===== src/rtl/cheri_stkz_lsu_arb.sv =====
// ---------------------------------------------------------------------------
// cheri_stkz_lsu_arb
//
// Shares the single LSU request port between the core load/store path and the
// stack-zeroization engine. One requester is granted at a time. The grant is
// held until the LSU accepts the request. The owner of every accepted request
// is kept in a small in-order tag FIFO, so that each in-order LSU response is
// routed back to the requester that issued it.
//
// Parameters:
//   OUTSTANDING   max accepted-but-unresponded LSU requests (1..4)
//   STARVE_LIMIT  max consecutive core grants while the zeroizer waits
//
// Optional feature macro:
//   CHERI_STKZ_ARB_STARVE_EN  when defined, a zeroizer that has waited through
//                             STARVE_LIMIT core grants wins the next
//                             arbitration. When undefined, the core has
//                             strict priority.
//
// Ports:
//   clk_i, rst_ni                    clock, async active-low reset
//   cpu_req_i / cpu_we_i / cpu_is_cap_i / cpu_addr_i / cpu_wdata_i
//                                    core request
//   stkz_req_i / stkz_addr_i         zeroizer request (always a non-cap
//                                    zero write)
//   lsu_req_o / lsu_we_o / lsu_is_cap_o / lsu_addr_o / lsu_wdata_o
//                                    muxed request to the LSU
//   lsu_req_done_i                   LSU accepted the current request
//   lsu_resp_valid_i, lsu_resp_err_i in-order LSU response
//   cpu_req_done_o, cpu_resp_valid_o, cpu_resp_err_o     routed to the core
//   stkz_req_done_o, stkz_resp_valid_o, stkz_resp_err_o  routed to the zeroizer
//   arb_busy_o                       grant held, or responses outstanding
//   arb_err_o                        sticky: a response arrived with no owner
// ---------------------------------------------------------------------------
module cheri_stkz_lsu_arb #(
    parameter int unsigned OUTSTANDING  = 2,
    parameter int unsigned STARVE_LIMIT = 4
) (
    input  logic        clk_i,
    input  logic        rst_ni,
    input  logic        cpu_req_i,
    input  logic        cpu_we_i,
    input  logic        cpu_is_cap_i,
    input  logic [31:0] cpu_addr_i,
    input  logic [32:0] cpu_wdata_i,
    input  logic        stkz_req_i,
    input  logic [31:0] stkz_addr_i,
    output logic        lsu_req_o,
    output logic        lsu_we_o,
    output logic        lsu_is_cap_o,
    output logic [31:0] lsu_addr_o,
    output logic [32:0] lsu_wdata_o,
    input  logic        lsu_req_done_i,
    input  logic        lsu_resp_valid_i,
    input  logic        lsu_resp_err_i,
    output logic        cpu_req_done_o,
    output logic        cpu_resp_valid_o,
    output logic        cpu_resp_err_o,
    output logic        stkz_req_done_o,
    output logic        stkz_resp_valid_o,
    output logic        stkz_resp_err_o,
    output logic        arb_busy_o,
    output logic        arb_err_o
);

    localparam int unsigned      PTR_W    = (OUTSTANDING > 1) ? $clog2(OUTSTANDING) : 1;
    localparam int unsigned      CNT_W    = $clog2(OUTSTANDING + 1);
    localparam logic [PTR_W-1:0] PTR_LAST = PTR_W'(OUTSTANDING - 1);
    localparam logic [CNT_W-1:0] CNT_FULL = CNT_W'(OUTSTANDING);

    typedef enum logic [1:0] {
        ARB_IDLE,
        ARB_CPU,
        ARB_STKZ
    } arb_state_e;

    arb_state_e       state_q;
    logic [CNT_W-1:0] cnt_q;
    logic [PTR_W-1:0] wptr_q, rptr_q;
    logic             owner_q [OUTSTANDING];  // 0 = cpu, 1 = stkz
    logic             err_q;

    logic fifo_empty, fifo_full, starve_fire;
    logic gnt_cpu, gnt_stkz, accept, pop, head_owner;

    function automatic logic [PTR_W-1:0] ptr_inc(input logic [PTR_W-1:0] p);
        return (p == PTR_LAST) ? '0 : p + 1'b1;
    endfunction

    assign fifo_empty = (cnt_q == '0);
    // A response in the same cycle frees the head slot. This lets a grant
    // resume without a bubble. The push then lands in the slot being popped.
    assign fifo_full  = (cnt_q == CNT_FULL) && !lsu_resp_valid_i;

    // ---------------------------------------------------------------- grant
    always_comb begin
        // NOTE: every always_comb output gets a default first, so no path can
        // leave it unassigned and infer a latch.
        gnt_cpu  = 1'b0;
        gnt_stkz = 1'b0;
        unique case (state_q)
            ARB_IDLE: begin
                if (!fifo_full) begin
                    if (stkz_req_i && (!cpu_req_i || starve_fire)) gnt_stkz = 1'b1;
                    else if (cpu_req_i)                            gnt_cpu  = 1'b1;
                end
            end
            ARB_CPU:  gnt_cpu  = 1'b1;
            ARB_STKZ: gnt_stkz = 1'b1;
            default: ;
        endcase
    end

    // A locked requester that drops its req withdraws the request.
    assign lsu_req_o       = (gnt_cpu & cpu_req_i) | (gnt_stkz & stkz_req_i);
    assign accept          = lsu_req_o & lsu_req_done_i;
    assign cpu_req_done_o  = accept & gnt_cpu;
    assign stkz_req_done_o = accept & gnt_stkz;

    always_comb begin
        lsu_we_o     = 1'b0;
        lsu_is_cap_o = 1'b0;
        lsu_addr_o   = '0;
        lsu_wdata_o  = '0;
        if (gnt_stkz) begin
            lsu_we_o   = 1'b1;
            lsu_addr_o = stkz_addr_i;
        end else if (gnt_cpu) begin
            lsu_we_o     = cpu_we_i;
            lsu_is_cap_o = cpu_is_cap_i;
            lsu_addr_o   = cpu_addr_i;
            lsu_wdata_o  = cpu_wdata_i;
        end
    end

    // ------------------------------------------------------------------ FSM
    always_ff @(posedge clk_i or negedge rst_ni) begin
        // NOTE: state is updated with non-blocking assignments, so every
        // flop samples the values from before the edge.
        if (!rst_ni) begin
            state_q <= ARB_IDLE;
        end else begin
            unique case (state_q)
                ARB_IDLE: begin
                    if (lsu_req_o && !lsu_req_done_i)
                        state_q <= gnt_stkz ? ARB_STKZ : ARB_CPU;
                end
                ARB_CPU, ARB_STKZ: begin
                    if (!lsu_req_o || lsu_req_done_i) state_q <= ARB_IDLE;
                end
                default: state_q <= ARB_IDLE;
            endcase
        end
    end

    // ---------------------------------------------------------- owner FIFO
    assign pop        = lsu_resp_valid_i & !fifo_empty;
    assign head_owner = owner_q[rptr_q];

    always_ff @(posedge clk_i or negedge rst_ni) begin
        if (!rst_ni) begin
            cnt_q  <= '0;
            wptr_q <= '0;
            rptr_q <= '0;
            err_q  <= 1'b0;
        end else begin
            if (accept) wptr_q <= ptr_inc(wptr_q);
            if (pop)    rptr_q <= ptr_inc(rptr_q);
            unique case ({accept, pop})
                2'b10:   cnt_q <= cnt_q + 1'b1;
                2'b01:   cnt_q <= cnt_q - 1'b1;
                default: ;
            endcase
            if (lsu_resp_valid_i && fifo_empty) err_q <= 1'b1;
        end
    end

    // NOTE: the tag storage has no reset. An entry is only read while the
    // count marks it valid, and the count and pointers are reset.
    always_ff @(posedge clk_i) begin
        if (accept) owner_q[wptr_q] <= gnt_stkz;
    end

    // ---------------------------------------------------- starvation guard
`ifdef CHERI_STKZ_ARB_STARVE_EN
    localparam int unsigned SC_W = (STARVE_LIMIT > 0) ? $clog2(STARVE_LIMIT + 1) : 1;
    logic [SC_W-1:0] starve_cnt_q;

    assign starve_fire = (starve_cnt_q == SC_W'(STARVE_LIMIT));

    always_ff @(posedge clk_i or negedge rst_ni) begin
        if (!rst_ni) begin
            starve_cnt_q <= '0;
        end else if (!stkz_req_i || gnt_stkz) begin
            starve_cnt_q <= '0;
        end else if (cpu_req_done_o && !starve_fire) begin
            starve_cnt_q <= starve_cnt_q + 1'b1;
        end
    end
`else
    logic unused_starve_limit;
    assign unused_starve_limit = (STARVE_LIMIT != 0);
    assign starve_fire         = 1'b0;
`endif

    // -------------------------------------------------------------- routing
    assign cpu_resp_valid_o  = pop & !head_owner;
    assign cpu_resp_err_o    = pop & !head_owner & lsu_resp_err_i;
    assign stkz_resp_valid_o = pop & head_owner;
    assign stkz_resp_err_o   = pop & head_owner & lsu_resp_err_i;

    assign arb_busy_o = (state_q != ARB_IDLE) || !fifo_empty;
    assign arb_err_o  = err_q;

endmodule


===== config.mk =====
export PLATFORM = sky130hd
export DESIGN_NAME = cheri_stkz_lsu_arb
export DESIGN_NICKNAME = d
export VERILOG_FILES = /design/src/rtl/cheri_stkz_lsu_arb.sv
export SDC_FILE = /design/constraint.sdc
export NUM_CORES = 1
export LEC_CHECK = 0
export CAP_MARGIN = 15
export CORE_UTILIZATION = 25
export DETAILED_ROUTE_END_ITERATION = 10
export GPL_TIMING_DRIVEN = 0
export PLACE_DENSITY = 0.88
export SETUP_SLACK_MARGIN = 0.02
export SLEW_MARGIN = 10
export SYNTH_ARGS = -nofsm -noshare
export SYNTH_HDL_FRONTEND = slang
export SYNTH_SLANG_ARGS = --single-unit

===== constraint.sdc =====
create_clock -name clk_i -period 6.6 [get_ports clk_i]
set_clock_uncertainty 0.2 [all_clocks]
set_input_delay 0.66 -clock clk_i [delete_from_list [all_inputs] [get_ports clk_i]]
set_output_delay 0.66 -clock clk_i [all_outputs]
set_load 0.05 [all_outputs]

## Word level (Yosys, flattened, before mapping)

Memory sizes are Yosys's and may differ from the RTL's.
Index checks and enable logic that the tools add are counted.

| storage, ports and cells | value |
|---|---|
| register bits after elaboration | 7 |
| bits of input ports | 106 |
| RAM bits | 2 |
| memories | 1 |

| cells by class | value |
|---|---|
| reduce and logical (&&, ||, !) cells | 18 |
| mux-type cells | 24 |
| add/subtract/negate cells | 4 |
| bitwise operators | 11 |
| equality and inequality tests | 7 |

Memory list:

| memory | depth | width | rd ports | clocked after Yosys merged registers in | wr ports | RTL line | RTL |
|---|---|---|---|---|---|---|---|
| owner_q | 2 | 1 | 1 | 0 | 1 | 80 | `logic owner_q [OUTSTANDING];` |

Operators with widths:

| operator | number |
|---|---|
| $mux 33 | 2 |
| $mux 32 | 2 |
| $mux 1 | 13 |
| $and 1x1->1 | 10 |
| $pmux 2 s2 | 2 |
| $eq 2x2->1 const B | 3 |
| $logic_not 1->1 | 6 |
| $mux 2 | 3 |
| $eq 2x1->1 const B | 2 |
| $logic_and 1x1->1 | 4 |
| $logic_not 2->1 | 2 |
| $ne 2x2->1 const B | 2 |
| $pmux 1 s2 | 2 |
| $reduce_bool 2->1 | 2 |
| $add 1x1->1 const B | 2 |
| $add 2x1->2 const B | 1 |
| $logic_or 1x1->1 | 2 |
| $reduce_and 2->1 | 1 |
| $reduce_or 2->1 | 1 |
| $sub 2x1->2 const B | 1 |
| $or 1x1->1 | 1 |

## Longest topological paths before layout

| logic depth | value |
|---|---|
| depth in word-level cells | 11 |
| mapped depth | 10 |
| mapped depth without buffers | 9 |

## Worst setup path after synthesis

Ideal clock, no wire load.

| timing path | value |
|---|---|
| path type | register to output |
| from | reg state_q[0] |
| to | out cpu_req_done_o |
| required time | 5740 ps |
| path slack | 2781 ps |
| stages on the path, launching flop included | 8 |
| arrival time | 2959 ps |
| path buffers | 1 |
| cells stage by stage | dfrtp_1 -> inv_1 -> ha_1 -> clkbuf_1 -> o21ai_0 -> o22ai_1 -> nand2_1 -> nor2_1 |

| on the way | value |
|---|---|
| cells in the longest elaborated chain, start to end | 6 |

RTL lines:

| item | RTL line | RTL |
|---|---|---|
| from (decl) | 77 | `arb_state_e state_q;` |
| from (signal assigned) | 146 | `state_q <= gnt_stkz ? ARB_STKZ : ARB_CPU;` |
| $eq 2x1->1 (tied with other cells) | 101 | `unique case (state_q)` |
| $pmux 1 s2 | 101 |  |
| $and 1x1->1 | 115 | `assign lsu_req_o = (gnt_cpu & cpu_req_i) \| (gnt_stkz & stkz_req_i);` |
| $or 1x1->1 * | 115 |  |
| via lsu_req_o | 48 | `output logic lsu_req_o,` |
| $and 1x1->1 * | 116 | `assign accept = lsu_req_o & lsu_req_done_i;` |
| $and 1x1->1 * | 117 | `assign cpu_req_done_o = accept & gnt_cpu;` |
| to (decl) | 56 | `output logic cpu_req_done_o,` |

Mark *: on every way through the listed nets, which the timed path passes. The rest lies on a longest branch.

## Worst setup path after layout

| timing path | value |
|---|---|
| from | in lsu_resp_valid_i |
| to | out lsu_addr_o[6] |

| on the way | value |
|---|---|
| cells in the longest elaborated chain, start to end | 6 |

RTL lines:

| item | RTL line | RTL |
|---|---|---|
| from (decl) | 54 | `input logic lsu_resp_valid_i,` |
| $logic_not 1->1 * | 93 | `assign fifo_full = (cnt_q == CNT_FULL) && !lsu_resp_valid_i;` |
| $logic_and 1x1->1 * | 93 |  |
| $mux 1 | 103 | `if (!fifo_full) begin` |
| $pmux 1 s2 | 101 |  |
| $mux 32 | 128 | `end else if (gnt_cpu) begin` |
| $mux 32 * | 125 | `if (gnt_stkz) begin` |
| to (decl) | 51 | `output logic [31:0] lsu_addr_o,` |

Mark *: on every way between the ends. The rest lies on a longest branch, timed or not.

==> summary.md <==
| Metric | Value |
|---|---|
| Height of the die | `70.7 um` |
| Die width | `70.7 um` |
| CTS Buf Count | `3` |
| R2R depth | `10` |
| Startpoint types | `input pin` |
| Failing checks | `DRC` |
| CTS tree | `built` |
| Synth cell types | `32` |
| Max VDD drop | `0.303 mV` |
| Power Internal | `0.728 mW` |
| Critical path endpoint category | `output port` |
| Ys async rst share | `77.8%` |
| MaxCap Viol Count | `0` |
| GR Overflow Total | `0` |
| R2r endpoint | `cnt_q[1]` |
| Crit path max fanout | `10` |
| CP bufs+invs | `4` |
| CP max-delay cell | `clkdlybuf4s50_1` |
| H-tree depth | `1` |
| Layout cells sized above 1 | `4.94%` |
| Leakage power | `1.25 nW` |
| Reg2Reg Setup Slack | `3.83 ns` |
| Post-CTS Resized | `0` |
| Nets | `435` |
| EDFF count, synth | `2` |
| Worst-Margin Slew | `0.558 ns` |
| Yosys top cell by area | `a22o_1` |
| Mapped Nets | `249` |
| GPL Wtd Cong | `0.776` |
| Worst-Skew Late Latency | `0.23 ns` |
| Clock-pin slew on the worst setup and hold paths | `0.05 ns` |
| Antenna violations before repair | `0` |
| Crit-path cells | `clkdlybuf4s50_1, or3b_4, a31o_1, a21oi_2, buf_6, buf_6, a22o_1, clkdlybuf4s50_1` |
| Total Neg Setup Slack | `0 ns` |
| CTS sink cnt | `9` |
| Initial Utilization | `26.5%` |
| Synthesized area | `0.00118 sq mm` |
| Origin of the critical flop-to-flop path | `state_q[0]` |
| Post-route ant nets | `0` |
| Crit path largest cell delay | `0.82 ns` |
| Row count | `24` |
| Relative slew slack | `62.7%` |
| Pin count of the biggest net entering global routing | `12` |
| Vias | `1774` |
| YS warnings | `0` |
| CP Capture Point | `lsu_addr_o[6]` |
| Final number of hold-violating endpoints | `0` |
| Sw Pwr | `1.11 mW` |
| Final core occ | `69.8%` |
| Kind of cell adding the most delay to the critical path | `buffers and inverters` |
| Worst setup startpoint | `lsu_resp_valid_i` |
| Core Region | `0.00444 sq mm` |
| N_diodes | `0` |
| Total Routing Usage GR | `22.7%` |
| DRC violations left | `12` |
| Status | `complete, but fails checks` |
| Crit Path Class | `in2out` |
| Final Cycle Share | `64.0%` |
| RSZ-0062 raised after global routing | `no` |
| Combinational Power Share | `91.1%` |
| Most instantiated cells after synthesis | `34 x and2_1, 32 x a22o_1, 7 x dfrtp_1, 7 x nor2_1` |
| Setup repair bufs after CTS | `0` |
| Arrival @ worst endpoint | `3.36 ns` |
| Yosys top cell area share | `23.8%` |
| Critical Path RT | `5.74 ns` |
| Vias per cell | `4.72` |
| Area growth syn-to-layout | `163%` |
| Final Slew Violations | `0` |
| Avg Inst Size Synth | `8.49 sq um` |
| Dominant synthesized flop cell | `dfrtp_1` |
| Synth Register Bits | `9` |
| Ports | `182` |
| Clock power share | `3.5%` |
| Synth area leaders | `a22o_1 24%, and2_1 18%, dfrtp_1 15%` |
| Maximum clock rate | `237 MHz` |
| Hold_buf cts | `0` |
| Post-DP HPWL | `5170 um` |
| Input/output buffers | `181` |
| Minimum clock period | `4.22 ns` |
| Root buf cell | `clkbuf_8` |
| Critical Path Stages | `8` |
| WL per Instance | `15.9 um` |
| Count leader, synth | `and2_1` |
| Post-layout power | `1.84 mW` |
| Switch share | `60.4%` |
| Final wirelength | `5980 um` |
| First-pass GRT wire length | `8960 um` |
| Post-synthesis sequential area ratio | `19.9%` |
| First DRT Iteration DRCs | `60` |
| Max Root-Sink Buffers | `2` |
| Post-Synthesis Cells | `139` |
| Cell Pwr Density | `592 mW/mm^2` |
| Class of the worst hold path | `reg2reg` |
| Initial DRT Pass Iterations | `7` |
| Vias in the first global route | `1789` |
| Sequential power share | `5.4%` |
| Die area | `0.00500 sq mm` |
| # setup viols final | `0` |
## flip-flops by register name, indices dropped and copies added, names as in the netlist
register and flops:
cnt_q 2, state_q 2, owner_q 2, wptr_q 1, rptr_q 1, arb_err_o 1
## per-layer routing
layer | routed length (um) | GRT usage, % | vias up
met1 | 2230 | 25.6 | 803
met2 | 3200 | 43.4 | 90
met5 | 0 | 0 | -
li1 | - | - | 875
met4 | 65 | 3.78 | 0
met3 | 484 | 5.56 | 6
## area by class of cell
class                   instances  area (sq um)
clock buffers                   4          45.0
well taps                      52          65.1
plain buffers                  12          87.6
fillers                       365          1340
inverters                       6          22.5
flip-flops and latches          9           235
multi-input cells             112           835
repair buffers                181          1810
## power groups by stage
stage	Clock, mW	Combinational (mW)	Sequential (mW)
6_report	0.0638	1.67	0.100
2_1_floorplan	0	1.14	0.0940
3_5_place_dp	0	1.67	0.0989
4_1_cts	0.0634	1.68	0.0996
5_1_grt	0.0689	1.74	0.103
3_3_place_gp	0	1.66	0.0966
## placed cells by master, fill, tap and decap left out, types with 4 or more instances in the layout
cell type / Yosys / final
a22o_1: 32 / 32
clkbuf_1: 3 / 4
buf_2: 4 / 4
ha_1: 4 / 4
nor2_1: 7 / 7
buf_6: 5 / 5
o21ai_0: 4 / 4
clkdlybuf4s50_1: 0 / 181
dfrtp_1: 7 / 7
inv_1: 5 / 5
and2_1: 34 / 34
xnor2_1: 4 / 4
## worst min-delay path by stage
stage	from	slack, ns	to	cells past startpoint
2_1_floorplan	rst_ni	0.16	arb_err_o	0
3_3_place_gp	arb_err_o	0.24	arb_err_o	1
4_1_cts	arb_err_o	0.27	arb_err_o	1
5_1_grt	arb_err_o	0.28	arb_err_o	1
6_report	arb_err_o	0.26	arb_err_o	1
3_5_place_dp	arb_err_o	0.26	arb_err_o	1
## per-stage QoR
stage	area, sq um	std cells	hold WS, ns	setup WS, ns
floorplan	1180	139	0.164	2.78
global route	3100	376	0.284	2.23
CTS	3100	376	0.265	2.38
detailed placement	3060	372	0.257	2.40
finish	3100	376	0.260	2.38
global placement	3060	372	0.239	2.39
## cell families after synthesis
| family | synth area share (%) |
|---|---|
| buffers and inverters | 9.33 |
| flip-flops | 19.9 |
| XOR/XNOR | 3.71 |
| adder cells (fa/ha/maj) | 4.24 |
| AND/OR/NAND/NOR | 31.2 |
| multiplexers | 0.848 |
| AO/OA/AOI/OAI | 30.8 |
Note: power is estimated with default switching activity, not from simulation.
